### src/rtl/a26_pkg.sv
// rtl/a26_pkg.sv - shared types and threshold helper for the paddle pot emulation
package a26_pkg;

    localparam int PAD_CNT_W = 9;

    typedef enum logic [1:0] {
        DUMPED   = 2'd0,
        CHARGING = 2'd1,
        CHARGED  = 2'd2
    } pad_state_t;

    // Charge time in scanlines: fixed minimum plus 1.5 lines per position unit.
    function automatic logic [PAD_CNT_W-1:0] pad_thresh(
        input logic [7:0]           pos,
        input logic [PAD_CNT_W-1:0] min_lines
    );
        return min_lines + {1'b0, pos} + {2'b00, pos[7:1]};
    endfunction

endpackage

### src/rtl/a26_pot_channel.sv
// rtl/a26_pot_channel.sv - one paddle pot: dump/charge FSM, scanline counter and threshold latch
module a26_pot_channel
    import a26_pkg::*;
(
    input  logic                 clk,
    input  logic                 reset_n,
    input  logic                 line_stb,
    input  logic                 dump,
    input  logic [PAD_CNT_W-1:0] thresh,
    output logic                 pad_out
);

    pad_state_t           state, state_n;
    logic [PAD_CNT_W-1:0] count, count_n;
    logic [PAD_CNT_W-1:0] thr_q, thr_n;

    always_ff @(posedge clk or negedge reset_n) begin
        if (!reset_n) begin
            state   <= DUMPED;
            count   <= '0;
            thr_q   <= '0;
            pad_out <= 1'b0;
        end else begin
            state   <= state_n;
            count   <= count_n;
            thr_q   <= thr_n;
            // Decoded from next state so the comparator drops on the same edge dump is seen.
            pad_out <= (state_n == CHARGED);
        end
    end

    always_comb begin
        state_n = state;
        count_n = count;
        thr_n   = thr_q;
        case (state)
            DUMPED: begin
                count_n = '0;
                if (!dump) begin
                    state_n = CHARGING;
                    thr_n   = thresh;
                end
            end
            CHARGING: begin
                if (line_stb && (count != {PAD_CNT_W{1'b1}}))
                    count_n = count + 1'b1;
                if (count >= thr_q)
                    state_n = CHARGED;
            end
            CHARGED: ;
            default: state_n = DUMPED;
        endcase
        if (dump) begin
            state_n = DUMPED;
            count_n = '0;
        end
    end

endmodule

### src/rtl/a26_paddle_emu.sv
// rtl/a26_paddle_emu.sv - four paddle pot emulators with analog or digital-integrator position sources
module a26_paddle_emu
    import a26_pkg::*;
#(
    parameter int MIN_LINES  = 8,
    parameter int STEP_LINES = 262,
    parameter int STEP       = 4
) (
    input  logic        clk,
    input  logic        reset_n,
    input  logic        line_stb,
    input  logic        dump,
    input  logic [31:0] pos_in,
    input  logic        dig_mode,
    input  logic [3:0]  joy_left,
    input  logic [3:0]  joy_right,
    output logic [3:0]  pad_out,
    output logic [31:0] pos_dbg
);

    localparam int STEP_W = (STEP_LINES > 1) ? $clog2(STEP_LINES) : 1;

    logic [STEP_W-1:0] step_cnt;
    logic              step_wrap;

    assign step_wrap = line_stb && (step_cnt == STEP_W'(STEP_LINES - 1));

    // Frame-rate tick for the joystick integrators; free-running so switching modes is seamless.
    always_ff @(posedge clk or negedge reset_n) begin
        if (!reset_n)
            step_cnt <= '0;
        else if (step_wrap)
            step_cnt <= '0;
        else if (line_stb)
            step_cnt <= step_cnt + 1'b1;
    end

    for (genvar n = 0; n < 4; n++) begin : g_ch
        logic [7:0] pos_d;
        logic [7:0] pos_e;

        always_ff @(posedge clk or negedge reset_n) begin
            if (!reset_n) begin
                pos_d <= 8'h80;
            end else if (step_wrap) begin
                if (joy_right[n] && !joy_left[n])
                    pos_d <= (pos_d > 8'(255 - STEP)) ? 8'hff : pos_d + 8'(STEP);
                else if (joy_left[n] && !joy_right[n])
                    pos_d <= (pos_d < 8'(STEP)) ? 8'h00 : pos_d - 8'(STEP);
            end
        end

        assign pos_e              = dig_mode ? pos_d : pos_in[8*n +: 8];
        assign pos_dbg[8*n +: 8]  = pos_e;

        a26_pot_channel u_pot (
            .clk      (clk),
            .reset_n  (reset_n),
            .line_stb (line_stb),
            .dump     (dump),
            .thresh   (pad_thresh(pos_e, PAD_CNT_W'(MIN_LINES))),
            .pad_out  (pad_out[n])
        );
    end

endmodule
### config.mk
export PLATFORM = sky130hd
export DESIGN_NAME = a26_paddle_emu
export DESIGN_NICKNAME = d
export VERILOG_FILES = /design/src/rtl/a26_pkg.sv /design/src/rtl/a26_pot_channel.sv /design/src/rtl/a26_paddle_emu.sv
export SDC_FILE = /design/constraint.sdc
export NUM_CORES = 1
export LEC_CHECK = 0
export BUFFER_PORTS_ARGS = -buffer_cell sky130_fd_sc_hd__buf_2
export CORE_MARGIN = 1
export CORE_UTILIZATION = 35
export DETAILED_ROUTE_END_ITERATION = 8
export GPL_TIMING_DRIVEN = 0
export MAX_ROUTING_LAYER = met4
export PLACE_DENSITY = 0.6
export SLEW_MARGIN = 20
export SYNTH_ARGS = -nofsm -noshare
export SYNTH_HDL_FRONTEND = slang
export SYNTH_SLANG_ARGS = --single-unit
### constraint.sdc
create_clock -name clk -period 3.01 [get_ports clk]
set_input_delay 0.1505 -clock clk [delete_from_list [all_inputs] [get_ports clk]]
set_output_delay 0.1505 -clock clk [all_outputs]
set_load 0.1 [all_outputs]
Yosys cells after proc, flatten, opt, wreduce, memory -nomap -nowiden. Index checks and enable logic that the tools add are counted.

Flip-flop bits (word level): 125. Bits in latches: 0. RAM bits: 0. Memory bits (read-only): 0. Word-level logic and storage cells: 168. Memories kept: 0.

Add/subtract/negate cells: 21. $mul: 0. Div/mod/pow operators: 0. $lt $le $gt $ge: 12. Equal/unequal tests: 21. Shift-type cells: 0. Multiplexer cells: 46. Bitwise operators: 1. Reduce and logical (&&, ||, !) cells: 46.

Operators by type and width (number): $mux W8 (20); $mux W9 (10); $pmux W9 S2 (4); $add A9 B1 Y9 const B (5); $add A4 B8 Y9 const A (4); $add A9 B7 Y9 (4); $ge A9 B9 Y1 (4); $ne A9 B9 Y1 const B (4); $add A8 B3 Y8 const B (4); $gt A8 B8 Y1 const B (4); $lt A8 B3 Y1 const B (4); $sub A8 B3 Y8 const B (4); $pmux W2 S3 (4); $reduce_and A2 Y1 (12); $eq A2 B2 Y1 const B (8); $mux W2 (8); $logic_and A1 B1 Y1 (13); $ne A3 B2 Y1 const B (4); $reduce_bool A3 Y1 (4); $reduce_bool A2 Y1 (5); $eq A9 B9 Y1 const B (1); $eq A2 B1 Y1 const B (4); $logic_not A1 Y1 (8); $logic_not A2 Y1 (4); $not A1 Y1 (1).

Depth between registers and ports, before layout.
Depth after elaboration: 5. Depth in mapped cells: 12. Gate-level depth less buffers: 10.

Modules after synthesis. Synthesis repeated with hierarchy kept, for this count alone.

Cell total of the unflattened synthesis: 1075. Area total of the unflattened synthesis: 9546.7 µm².

By module, submodules not included: a26_pot_channel (times used 4, cells an instance 126, area an instance 1209.9 µm²); a26_paddle_emu (times used 1, cells an instance 571, area an instance 4707.0 µm²).

Worst setup path after synthesis. Ideal clock, no wire load.

Kind: input-to-reg. From: in dig_mode. To: reg g_ch[3].u_pot.thr_q[7]. Setup time: 131 ps. Data arrival time: 4697 ps. Data required time: 2879 ps. Slack: -1818 ps. Cell stages on the path: 11. Buffers on the path: 2. Path through: clkbuf_1 -> buf_1 -> o21ai_0 -> ha_1 -> ha_1 -> fa_1 -> a21oi_1 -> o21ai_0 -> a21oi_1 -> xor2_1 -> o21ai_0.

Longest elaborated chain between the ends: 3.

Ends and longest elaborated chain: from (decl) (line a26_paddle_emu.sv:14) `input logic dig_mode,`; $mux W8 * (line a26_paddle_emu.sv:53) `assign pos_e = dig_mode ? pos_d : pos_in[8*n +: 8];`; via pos_dbg[25] (line a26_paddle_emu.sv:18) `output logic [31:0] pos_dbg`; $add A4 B8 Y9 (line a26_pkg.sv:17) `return min_lines + {1'b0, pos} + {2'b00, pos[7:1]};`; $add A9 B7 Y9 * (line a26_pkg.sv:17); to (signal assigned) (line a26_pot_channel.sv:26) `thr_q <= thr_n;`; to (decl) (line a26_pot_channel.sv:15) `logic [PAD_CNT_W-1:0] thr_q, thr_n;`.

The timed path passes the listed nets; every way through them passes the cells marked *. A chain may end at the register's enable or synchronous reset.

Worst setup path after layout.
From: reg g_ch[1].pos_d[5]. To: reg g_ch[1].u_pot.thr_q[8].

Longest elaborated chain between the ends: 3.

Ends and longest elaborated chain: from (decl) (line a26_paddle_emu.sv:39) `logic [7:0] pos_d;`; from (signal assigned) (line a26_paddle_emu.sv:47) `pos_d <= (pos_d > 8'(255 - STEP)) ? 8'hff : pos_d + 8'(STEP);`; from (signal assigned) (line a26_paddle_emu.sv:49) `pos_d <= (pos_d < 8'(STEP)) ? 8'h00 : pos_d - 8'(STEP);`; $mux W8 * (line a26_paddle_emu.sv:53); $add A4 B8 Y9 (line a26_pkg.sv:17); $add A9 B7 Y9 * (line a26_pkg.sv:17); to (signal assigned) (line a26_pot_channel.sv:26); to (decl) (line a26_pot_channel.sv:15).

Every way passes the cells marked *; elsewhere a longest branch is shown, timed or not.

==> impl_summary.txt <==
----------------------------------------------------
[Worst setup path]
  CP endpoint kind ... flop
  Worst Setup Path Type ... flop to flop
  Critical path depth ... 9
  Cell type group with the largest total delay on the critical path ... compound AO/OA/AOI/OAI gates
  Endpoint of the most critical register-to-register path ... g_ch[1].u_pot.thr_q[8]$_DFFE_PN0P_
  Crit path buffers/inverters ... 1
  Worst Path Max Fanout ... 10
  CP Data Arrival Time ... 3000 ps
  Worst-case reg-to-reg path depth ... 9
  Highest cell delay on the worst timing path ... 370 ps
  Beginning of the worst register-to-register path ... g_ch[1].pos_d[5]$_DFFE_PN0P_
  Slack of the worst reg-to-reg path ... 290 ps
  Critical Path, Cell by Cell ... clkbuf_1 -> mux2_2 -> ha_4 -> ha_1 -> and2_1 -> a311o_1 -> a21o_1 -> a211oi_1 -> a21oi_1
  Worst endpoint required time ... 3300 ps
  Slowest cell on the critical path ... sky130_fd_sc_hd__clkbuf_1
  Critical path launch point type ... flop

[Cells and area]
  Number of standard cells in the final layout excluding fillers ... 1461
  Share of layout cells above drive strength 1 ... 15.7%
  Most common library cell in the layout ignoring fill and taps ... sky130_fd_sc_hd__o21ai_0
  Count of antenna diodes in the layout ... 0
  Synthesis-to-layout area growth ... 19.3%
  Nets@finish ... 1291
  Number of filler instances in the final layout ... 2477
  Commonest cells after routing, fill and taps aside ... sky130_fd_sc_hd__o21ai_0 (122), sky130_fd_sc_hd__dfrtp_1 (117), sky130_fd_sc_hd__ha_1 (113)

[Pwr]
  Switching share of power ... 29.6%
  Psw ... 1.53 mW
  Internal power contribution ... 3.63 mW
  Proportion of power drawn by combinational gates ... 20.7%
  Clk network pwr share ... 42.8%
  Power per Cell Area ... 488 mW/mm^2
  Static leakage ... 5.18 nW
  Portion of total power attributed to sequential cells ... 36.5%
  Worst ir drop on vdd ... 391 uV

[Run]
  Max_cap viols ... 0

[Drt]
  Via count ... 7444
  Total Routed Length ... 20.7 mm
  Detailed router's first-iteration violation count ... 535
  Initial DRT Pass Iterations ... 5
  Mean routed wirelength per cell ... 14.2 microns
  Detail Route Antenna Nets ... 0
  Drt via density ... 5.10
  Count of unresolved DRC violations after routing ... 0

[Logic synthesis]
  Leading register cell type out of synthesis ... sky130_fd_sc_hd__dfrtp_1
  Net count after synthesis ... 1191
  Post-synth EDFFs ... 0
  Main combinational cell family by area after synthesis ... compound AO/OA/AOI/OAI gates
  Sequential fraction of the synthesis area ... 34.2%
  Post-synthesis compound-gate area fraction ... 19.2%
  Xor and xnor area share after synthesis ... 2.87%
  Share of synthesized registers carrying an async set or reset ... 100%
  Portion of netlist area occupied by mux cells ... 3.57%
  Gate count of the mapped netlist ... 1024
  Arithmetic-cell share of the synthesized area counting full adders, half adders and majority gates ... 17.6%
  Mean post-synth cell area ... 8.65 sq um
  Cell area after synthesis ... 0.00886 sq mm
  Number of distinct library cells after synthesis ... 60
  Fraction of the mapped netlist area in simple logic gates ... 16.8%
  Warnings, synthesis ... 0
  Number of flip-flops and latches in the synthesized netlist ... 121

[Placement]
  Final RePlAce weighted congestion ... 0.869
  Final HPWL DP ... 15.6 mm
  Placed Instances ... 1428
  Count of port buffers added during placement ... 79

[Hold path]
  HP Class ... input port to flop
  Startpoint of the most critical hold path ... dump
  Hold path cells ... 3
  Hold Path Sink ... g_ch[1].u_pot.state[0]$_DFF_PN0_

[Clocking]
  Sink count of the clock tree ... 121
  Clock latency on the worst-skew pair ... 420 ps
  Postcts setup bufs ... 0
  Worst-path clk slew ... 60 ps
  Maximum number of buffers from clock root to sink ... 2
  TritonCTS Buffers ... 17
  Buffer cell driving the clock tree root ... sky130_fd_sc_hd__clkbuf_16
  TritonCTS clock tree ... built
  Number of levels the H-tree was split into ... 4

[Timing]
  Hold violation total from the final report ... 0
  Clock period minus worst slack ... 2720 ps
  Count of pins over their slew limit ... 0
  Unrepaired setup endpoints after global routing ... no
  Share of the cycle needed by the critical path after routing ... 90.3%
  Headroom to the max-slew limit ... 35.5%
  Maximum clock rate ... 368 MHz
  Hold Worst Slack ... 123 ps
  Actual transition at the worst max-transition pin ... 960 ps
  Final setup vio count ... 0
  Clock skew ... 13.8 ps

[Floorplan]
  Initial core utilization ... 36.1%
  Core outline area ... 0.0245 sq mm
  Die Ht ... 161 microns
  Overall die width ... 161 microns
  I/O Pins ... 81
  Row count ... 57
  Die area ... 0.0259 sq mm

[Global route]
  GRT Overall Usage ... 17.2%
  Congestion Overflow GR ... 0
  Vias in the first global route ... 7138
  Antenna violations before repair ... 0
  Maximum number of pins on one net before global-route repair ... 95
  Wire length of the first global-routing pass ... 34.9 mm

[Status]
  Run status ... finished, final reports clean

----------------------------------------------------
## worst max-delay path by stage
stage                                      start                            endpoint  slack (ps)
floorplan           g_ch[0].pos_d[3]$_DFFE_PN0P_  g_ch[0].u_pot.thr_q[8]$_DFFE_PN0P_          20
global placement                        dig_mode  g_ch[2].u_pot.thr_q[7]$_DFFE_PN0P_         -70
detailed placement                      dig_mode  g_ch[1].u_pot.thr_q[7]$_DFFE_PN0P_         -80
CTS                 g_ch[1].pos_d[5]$_DFFE_PN0P_  g_ch[1].u_pot.thr_q[8]$_DFFE_PN0P_         290
global route        g_ch[1].pos_d[5]$_DFFE_PN0P_  g_ch[1].u_pot.thr_q[8]$_DFFE_PN0P_         130
finish              g_ch[1].pos_d[5]$_DFFE_PN0P_  g_ch[1].u_pot.thr_q[8]$_DFFE_PN0P_         290
## cells by family (layout without fill, tap and decap cells)
group           Yosys count  count (layout)
compound gates          284             284
xor+xnor                 29              29
fa+ha+maj               122             122
buf+inv                 130             243
flops                   121             121
mux                      30              30
simple gates            308             308
## metal layers
layer | GRT usage, % | routed length (microns)
met1 | 22.5 | 10300
met2 | 27.8 | 9650
met3 | 2.88 | 663
met4 | 3.99 | 138
met5 | - | 0
## cell type report
type	instances	area (sq um)	share of cell area, %
multi-input cells	773	5490	52.0
well taps	324	405	3.84
clock buffers	23	488	4.62
clock inverters	9	145	1.37
plain buffers	36	188	1.78
repair buffers	81	443	4.19
flip-flops and latches	121	3030	28.7
inverters	94	372	3.52
## registers in the layout (all words and copies together), names as in the netlist
name	cells
g_ch.u_pot.thr_q	36
g_ch.pos_d	28
g_ch.u_pot.pad_out	4
g_ch.u_pot.count	36
step_cnt	9
g_ch.u_pot.state	8
## worst reg2reg max path, stage by stage, from the launching register on
cell and delay, ps:
sky130_fd_sc_hd__dfrtp_1 350, sky130_fd_sc_hd__clkbuf_1 370, sky130_fd_sc_hd__mux2_2 340, sky130_fd_sc_hd__ha_4 220
sky130_fd_sc_hd__ha_1 330, sky130_fd_sc_hd__and2_1 150, sky130_fd_sc_hd__a311o_1 320, sky130_fd_sc_hd__a21o_1 210
sky130_fd_sc_hd__a211oi_1 240, sky130_fd_sc_hd__a21oi_1 70
## cell usage after synthesis (3+ instances only)
| master | n | area [sq um] |
|---|---|---|
| sky130_fd_sc_hd__or2_2 | 4 | 25.0 |
| sky130_fd_sc_hd__dfstp_2 | 4 | 105 |
| sky130_fd_sc_hd__o31ai_1 | 8 | 60.1 |
| sky130_fd_sc_hd__nor2b_1 | 9 | 56.3 |
| sky130_fd_sc_hd__mux2_2 | 13 | 146 |
| sky130_fd_sc_hd__xor2_1 | 15 | 131 |
| sky130_fd_sc_hd__nand4_1 | 12 | 75.1 |
| sky130_fd_sc_hd__ha_1 | 118 | 1480 |
| sky130_fd_sc_hd__a21o_1 | 10 | 75.1 |
| sky130_fd_sc_hd__inv_1 | 94 | 353 |
| sky130_fd_sc_hd__nand3_1 | 25 | 125 |
| sky130_fd_sc_hd__a31oi_1 | 20 | 125 |
| sky130_fd_sc_hd__buf_1 | 3 | 11.3 |
| sky130_fd_sc_hd__a21oi_1 | 54 | 270 |
| sky130_fd_sc_hd__mux2i_1 | 17 | 170 |
| sky130_fd_sc_hd__a311oi_1 | 3 | 26.3 |
| sky130_fd_sc_hd__fa_1 | 4 | 80.1 |
| sky130_fd_sc_hd__dfrtp_1 | 117 | 2930 |
| sky130_fd_sc_hd__nand3b_1 | 3 | 22.5 |
| sky130_fd_sc_hd__o22ai_1 | 3 | 18.8 |
| sky130_fd_sc_hd__xnor2_1 | 14 | 123 |
| sky130_fd_sc_hd__buf_2 | 6 | 30.0 |
| sky130_fd_sc_hd__and3_1 | 23 | 144 |
| sky130_fd_sc_hd__a21boi_0 | 7 | 52.6 |
| sky130_fd_sc_hd__and2_1 | 4 | 25.0 |
| sky130_fd_sc_hd__or3_1 | 6 | 37.5 |
| sky130_fd_sc_hd__a211o_1 | 3 | 26.3 |
| sky130_fd_sc_hd__nand2_1 | 106 | 398 |
| sky130_fd_sc_hd__o21ai_0 | 130 | 651 |
| sky130_fd_sc_hd__a31o_2 | 6 | 52.6 |
| sky130_fd_sc_hd__nor3_1 | 21 | 105 |
| sky130_fd_sc_hd__a22o_1 | 11 | 96.3 |
| sky130_fd_sc_hd__nor4_1 | 5 | 31.3 |
| sky130_fd_sc_hd__nor3b_1 | 7 | 52.6 |
| sky130_fd_sc_hd__nor2_1 | 63 | 236 |
| sky130_fd_sc_hd__clkbuf_1 | 23 | 86.3 |
| sky130_fd_sc_hd__nand2b_1 | 10 | 62.6 |
| sky130_fd_sc_hd__a211oi_1 | 5 | 37.5 |
| sky130_fd_sc_hd__buf_4 | 4 | 30.0 |
| sky130_fd_sc_hd__o21bai_1 | 7 | 52.6 |
| sky130_fd_sc_hd__a221oi_1 | 3 | 26.3 |
## power groups by stage
stage / registers (mW) / logic, mW / clock network, mW
2_1_floorplan: 1.88 / 0.820 / 0
3_3_place_gp: 1.91 / 1.05 / 0
3_5_place_dp: 1.91 / 1.07 / 0
4_1_cts: 1.88 / 1.08 / 2.26
5_1_grt: 1.90 / 1.22 / 2.33
6_report: 1.88 / 1.07 / 2.21
## per-stage QoR
stage | setup TNS [ps] | total power [mW] | instance area [sq um] | worst slack (ps) | utilization (%)
after CTS | 0 | 5.22 | 10600 | 286 | 43.1
after global placement | -188 | 2.96 | 9880 | -68.6 | 40.3
after floorplan | 0 | 2.71 | 9080 | 17.9 | -
after detailed placement | -188 | 2.98 | 9920 | -80.3 | 40.4
final | 0 | 5.16 | 10600 | 292 | 43.1
after global routing | 0 | 5.46 | 10600 | 130 | 43.1
## timing repair
action | CTS | global route
gates resized for setup | 0 | 0
hold endpoints to repair | 27 | 0
hold buffers | 1 | 0
Power figures use the tool's default switching activity.
